File: src/rtl/trap_ctrl_pkg.sv
// Shared machine-mode CSR definitions: CSR addresses (common with csrrf),
// exception cause codes and mstatus bit positions.
package trap_ctrl_pkg;

  typedef enum logic [11:0] {
    CSR_MSTATUS = 12'h300,
    CSR_MTVEC   = 12'h305,
    CSR_MEPC    = 12'h341,
    CSR_MCAUSE  = 12'h342,
    CSR_MTVAL   = 12'h343
  } csr_addr_e;

  typedef enum logic [3:0] {
    CAUSE_INSTR_MISALIGN = 4'd0,
    CAUSE_ILLEGAL        = 4'd2,
    CAUSE_BREAKPOINT     = 4'd3,
    CAUSE_LD_MISALIGN    = 4'd4,
    CAUSE_ST_MISALIGN    = 4'd6,
    CAUSE_ECALL_M        = 4'd11
  } exc_cause_e;

  // mcause value for the machine external interrupt (interrupt bit set, code 11)
  localparam logic [31:0] MCAUSE_IRQ_EXT = 32'h8000_000B;

  localparam int MSTATUS_MIE_BIT  = 3;
  localparam int MSTATUS_MPIE_BIT = 7;
  localparam int MSTATUS_MPP_LO   = 11;
  localparam int MSTATUS_MPP_HI   = 12;
  localparam logic [1:0] PRIV_M   = 2'b11;

  localparam logic [31:0] WORD_ALIGN_MASK = 32'hFFFF_FFFC;

endpackage

File: src/rtl/trap_ctrl.sv
// Machine-mode trap/MRET sequencer: captures a commit-stage event, writes the
// trap CSRs one per cycle, then redirects fetch to mtvec or mepc.
module trap_ctrl
  import trap_ctrl_pkg::*;
(
  input  logic        clk,
  input  logic        resetb,
  input  logic        exc_valid,
  input  logic [3:0]  exc_cause,
  input  logic [31:0] exc_tval,
  input  logic [31:0] pc_in,
  input  logic        mret_valid,
  input  logic        irq_ext,
  input  logic        mie_meie,
  input  logic [31:0] mstatus_in,
  input  logic [31:0] mtvec_in,
  input  logic [31:0] mepc_in,
  output logic        csr_we,
  output logic [11:0] csr_addr,
  output logic [31:0] csr_wdata,
  output logic        stall,
  output logic        flush,
  output logic        redirect_valid,
  output logic [31:0] redirect_pc
);

  typedef enum logic [2:0] {
    IDLE,
    SAVE_EPC,
    SAVE_CAUSE,
    SAVE_TVAL,
    SAVE_STATUS,
    MRET_STATUS,
    REDIRECT
  } state_t;

  state_t      state;
  logic [31:0] lat_pc;
  logic [3:0]  lat_cause;
  logic [31:0] lat_tval;
  logic [31:0] lat_mstatus;
  logic        lat_irq;
  logic        lat_mret;

  logic irq_pend;
  assign irq_pend = irq_ext & mie_meie & mstatus_in[MSTATUS_MIE_BIT];

  function automatic logic [31:0] trap_mstatus(input logic [31:0] ms);
    logic [31:0] w;
    w = ms;
    w[MSTATUS_MPIE_BIT]              = ms[MSTATUS_MIE_BIT];
    w[MSTATUS_MIE_BIT]               = 1'b0;
    w[MSTATUS_MPP_HI:MSTATUS_MPP_LO] = PRIV_M;
    return w;
  endfunction

  function automatic logic [31:0] mret_mstatus(input logic [31:0] ms);
    logic [31:0] w;
    w = ms;
    w[MSTATUS_MIE_BIT]               = ms[MSTATUS_MPIE_BIT];
    w[MSTATUS_MPIE_BIT]              = 1'b1;
    w[MSTATUS_MPP_HI:MSTATUS_MPP_LO] = PRIV_M;
    return w;
  endfunction

  // Outputs are registered from the current state, so they trail the state
  // by one cycle: acceptance at T shows the first CSR write at T+1.
  always_ff @(posedge clk or negedge resetb) begin
    if (!resetb) begin
      state          <= IDLE;
      lat_pc         <= '0;
      lat_cause      <= '0;
      lat_tval       <= '0;
      lat_mstatus    <= '0;
      lat_irq        <= 1'b0;
      lat_mret       <= 1'b0;
      csr_we         <= 1'b0;
      csr_addr       <= '0;
      csr_wdata      <= '0;
      stall          <= 1'b0;
      flush          <= 1'b0;
      redirect_valid <= 1'b0;
      redirect_pc    <= '0;
    end else begin
      csr_we         <= 1'b0;
      csr_addr       <= '0;
      csr_wdata      <= '0;
      stall          <= (state != IDLE);
      flush          <= 1'b0;
      redirect_valid <= 1'b0;
      redirect_pc    <= '0;

      unique case (state)
        IDLE: begin
          // A faulting MRET raises exc_valid too, so exceptions win over it.
          if (exc_valid) begin
            lat_pc      <= pc_in;
            lat_cause   <= exc_cause;
            lat_tval    <= exc_tval;
            lat_mstatus <= mstatus_in;
            lat_irq     <= 1'b0;
            lat_mret    <= 1'b0;
            state       <= SAVE_EPC;
          end else if (irq_pend) begin
            lat_pc      <= pc_in;
            lat_cause   <= '0;
            lat_tval    <= '0;
            lat_mstatus <= mstatus_in;
            lat_irq     <= 1'b1;
            lat_mret    <= 1'b0;
            state       <= SAVE_EPC;
          end else if (mret_valid) begin
            lat_mstatus <= mstatus_in;
            lat_irq     <= 1'b0;
            lat_mret    <= 1'b1;
            state       <= MRET_STATUS;
          end
        end
        SAVE_EPC: begin
          csr_we    <= 1'b1;
          csr_addr  <= CSR_MEPC;
          csr_wdata <= lat_pc & WORD_ALIGN_MASK;
          flush     <= 1'b1;
          state     <= SAVE_CAUSE;
        end
        SAVE_CAUSE: begin
          csr_we    <= 1'b1;
          csr_addr  <= CSR_MCAUSE;
          csr_wdata <= lat_irq ? MCAUSE_IRQ_EXT : {28'b0, lat_cause};
          state     <= SAVE_TVAL;
        end
        SAVE_TVAL: begin
          csr_we    <= 1'b1;
          csr_addr  <= CSR_MTVAL;
          csr_wdata <= lat_tval;
          state     <= SAVE_STATUS;
        end
        SAVE_STATUS: begin
          csr_we    <= 1'b1;
          csr_addr  <= CSR_MSTATUS;
          csr_wdata <= trap_mstatus(lat_mstatus);
          state     <= REDIRECT;
        end
        MRET_STATUS: begin
          csr_we    <= 1'b1;
          csr_addr  <= CSR_MSTATUS;
          csr_wdata <= mret_mstatus(lat_mstatus);
          flush     <= 1'b1;
          state     <= REDIRECT;
        end
        REDIRECT: begin
          // Target is read live here so the just-written CSR values are seen.
          redirect_valid <= 1'b1;
          redirect_pc    <= lat_mret ? (mepc_in & WORD_ALIGN_MASK)
                                     : (mtvec_in & WORD_ALIGN_MASK);
          state          <= IDLE;
        end
        default: state <= IDLE;
      endcase
    end
  end

endmodule

File: config.mk
export PLATFORM = sky130hd
export DESIGN_NAME = trap_ctrl
export DESIGN_NICKNAME = d
export VERILOG_FILES = /design/src/rtl/trap_ctrl_pkg.sv /design/src/rtl/trap_ctrl.sv
export SDC_FILE = /design/constraint.sdc
export NUM_CORES = 1
export LEC_CHECK = 0
export CAP_MARGIN = 0
export CELL_PAD_IN_SITES_DETAIL_PLACEMENT = 1
export CELL_PAD_IN_SITES_GLOBAL_PLACEMENT = 1
export CORE_MARGIN = 10
export CORE_UTILIZATION = 30
export CTS_CLUSTER_SIZE = 28
export DETAILED_ROUTE_END_ITERATION = 12
export PLACE_DENSITY_LB_ADDON = 0.1
export SLEW_MARGIN = 20
export SYNTH_ARGS = -nofsm -noshare
export SYNTH_HDL_FRONTEND = slang
export SYNTH_SLANG_ARGS = --single-unit
File: constraint.sdc
create_clock -name clk -period 3.69 [get_ports clk]
set_clock_uncertainty 0.1 [all_clocks]
set_input_delay 0.738 -clock clk [delete_from_list [all_inputs] [get_ports clk]]
set_output_delay 0.738 -clock clk [all_outputs]
set_load 0.03 [all_outputs]
==> impl_metrics.tcl <==
set metrics [dict create \
    run_status "finished, final reports clean" \
    gpl.final_weighted_congestion 0.747 \
    vias_in_the_first_global_route 5624 \
    grt_first_pass_wirelength_mm 33.4 \
    wire_per_inst_um 21.5 \
    synthesis.instances 505 \
    ys.warnings.count 0 \
    timing.reg2reg.worst_path_depth 4 \
    synth_edf_count 0 \
    totalNegativeSetupSlack_ns 0 \
    int_power_mw 5.48 \
    yosys.cell_types.count 36 \
    top_level_i_o_count 250 \
    clockBufferDepth 2 \
    seq_area_sq_um 4280 \
    cts.repair_timing.setup_buffer_count 0 \
    syn2layout_area_growth_pct 45.9 \
    leakage_nw 4.47 \
    synth_top_area_share_pct 61.6 \
    via_per_inst 4.68 \
    finalCriticalPeriod_ns 2.48 \
    multi_input_area_sq_um 2380 \
    floorplan.die.height_um 172 \
    max-slew-margin-rel_pct 38.4 \
    post_synth_instance_area_sq_um 6940 \
    switching_share_pct 34.1 \
    grt_start_max_net_pins 68 \
    clk_transition_reported_paths_ns 0.07 \
    cts-hold-fix-buffers 0 \
    placed_cells 996 \
    rsz0062_at_grt "false" \
    worstSetupStartpointType "flop" \
    postCtsResizedCells 0 \
    post-route-drc-count 0 \
    antenna-diode-count 0 \
    final_cells 1028 \
    detailroute.via_count 4807 \
    pwr-share-seq_pct 37.5 \
    cts_htree_levels 4 \
    synth_flop_cell "dfrtp_1" \
    clock-root-buffer "clkbuf_16" \
    clkLatencyLatePin_ns 0.42 \
    worst_pin_slew_ns 0.923 \
    crit_fanout 20 \
    power.density_nw_per_um2 822 \
    place.port_buffers 232 \
    post_synth_arst_share_pct 100 \
    dieWidth_um 172 \
    detailed_place_hpwl_mm 15.7 \
    clock_power_share_pct 24.5 \
    syn-mean-instance-area_sq_um 13.7 \
    number_of_antenna_violations_at_the_first_check_in_global_routing 0 \
    max_slew_violation_count 0 \
    drive_gt1_share_pct 15.6 \
    fmaxAchievable_mhz 404 \
    fin_nets 900 \
    max_capacitance_violation_total 0 \
    postSynthRegisterBits 171 \
    grt-ovfl-total 0 \
    synth-seq-area-share_pct 61.6 \
    drt-initial-drc-count 247 \
    finalSetupViolCount 0 \
    wire_length_reported_by_the_detailed_router_mm 22.1 \
    p_comb_share_pct 38.1 \
    synth_area_leaders "dfrtp_1, mux2i_1, mux2_4" \
    synth_commonest_cells "dfrtp_1, mux2i_1, a22o_1" \
    cts_sinks 171 \
    max-vdd-ir-drop_uv 288 \
    ant_nets 0 \
    initial_core_util_pct 30.6 \
    floorplan.die_area_sq_um 29600 \
    synth_largest_area_cell "dfrtp_1" \
    rows 55 \
    clock_tree_from_tritoncts "yes" \
    timing.setup.critical_path_class "flop to flop" \
    cp.required_ns 3.89 \
    worst_ep_arrival_time_ns 2.68 \
    design.core.area_sq_um 22700 \
    post-synth-top-count-cell "dfrtp_1" \
    cp-end-kind "flop" \
    fin_crit_sh_pct 67.1 \
    timing.hold.worst.class "input pin to async pin" \
    hold_viol 0 \
    power.net_switching_mw 2.84 \
    cts_buffers 17 \
    firstDrtPassIters 4 \
    final.fill_count 2331 \
    grt.total_usage_pct 14.9 \
]
==> power by group through the flow <==
stage                     registers [mW]  clock network, mW  logic (mW)
final                               3.12               2.04        3.17
after global routing                3.23               2.19        3.43
after CTS                           3.14               2.10        3.25
after detailed placement            3.16                  0        3.24
after global placement              3.12                  0        3.17
after floorplan                     3.35                  0        1.87
==> area by class of cell <==
class	count	share of cell area (%)
Sequential cell	171	42.3
Tap cell	285	3.52
Inverter	6	0.222
Clock inverter	14	2.25
Multi-Input combinational cell	292	23.5
Clock buffer	18	4.34
Timing Repair Buffer	242	23.9
==> registers in the layout, indices dropped and copies added, names as in the netlist <==
| register | cells |
|---|---|
| state | 3 |
| lat_mret | 1 |
| lat_mstatus | 30 |
| csr_we | 1 |
| flush | 1 |
| redirect_valid | 1 |
| redirect_pc | 30 |
| lat_pc | 30 |
| lat_tval | 32 |
| csr_wdata | 32 |
| stall | 1 |
| lat_irq | 1 |
| csr_addr | 4 |
| lat_cause | 4 |
==> worst max-delay path: stages, from the launching register on <==
cell	delay, ns
dfrtp_1	0.65
nor3_4	0.46
and2_2	0.50
buf_4	0.31
mux2_4	0.32
==> per-stage QoR <==
stage / setup slack [ns] / hold WS [ns] / utilization [%] / area, sq um / power [mW]
2_1_floorplan: 1.74 / 0.342 / - / 6970 / 5.22
3_3_place_gp: 0.901 / 0.359 / 41.7 / 9460 / 6.29
3_5_place_dp: 0.905 / 0.366 / 41.7 / 9460 / 6.40
4_1_cts: 1.18 / 0.217 / 44.6 / 10100 / 8.49
5_1_grt: 1.07 / 0.236 / 44.6 / 10100 / 8.85
6_report: 1.21 / 0.192 / 44.6 / 10100 / 8.33
==> worst paths after layout <==
kind	endpoint	slack, ns	start
setup reg to reg	lat_pc[20]	1.21	state[0]
setup / recovery	lat_pc[20]	1.21	state[0]
min in group clk	csr_wdata[21]	0.38	lat_mstatus[21]
hold / removal	lat_mstatus[15]	0.19	resetb
hold reg to reg	csr_wdata[21]	0.38	lat_mstatus[21]
max in group asynchronous	lat_pc[12]	2.28	resetb
==> cells in the final DEF, fill, tap and decap left out, types with 2 or more instances in the layout <==
| cell type | count |
|---|---|
| buf_12 | 2 |
| buf_4 | 8 |
| inv_1 | 5 |
| mux2i_1 | 56 |
| and2_2 | 2 |
| a22o_1 | 40 |
| a21o_1 | 2 |
| nand3_1 | 3 |
| mux2_4 | 29 |
| inv_6 | 6 |
| dfrtp_1 | 169 |
| a31o_2 | 2 |
| nand2_2 | 2 |
| o21ai_0 | 31 |
| a21oi_1 | 5 |
| conb_1 | 9 |
| clkbuf_16 | 17 |
| bufinv_16 | 5 |
| nor2b_1 | 3 |
| nand2_1 | 27 |
| nor2_1 | 37 |
| dfrtp_2 | 2 |
| clkdlybuf4s50_1 | 231 |
| mux2_2 | 32 |
==> cell families after synthesis <==
family | synth area share [%]
other cells | 0.0540
simple gates | 4.69
flops | 61.6
xor+xnor | 0.126
buf+inv | 4.74
compound gates | 9.06
mux | 19.7
==> layer usage <==
| layer | part of all wire, % | global-route usage, % |
|---|---|---|
| met5 | 0 | 0 |
| met2 | 51 | 24.8 |
| met4 | 1.1 | 4.12 |
| met3 | 6.0 | 4.45 |
| met1 | 42 | 18.4 |
Power figures use the tool's default switching activity.
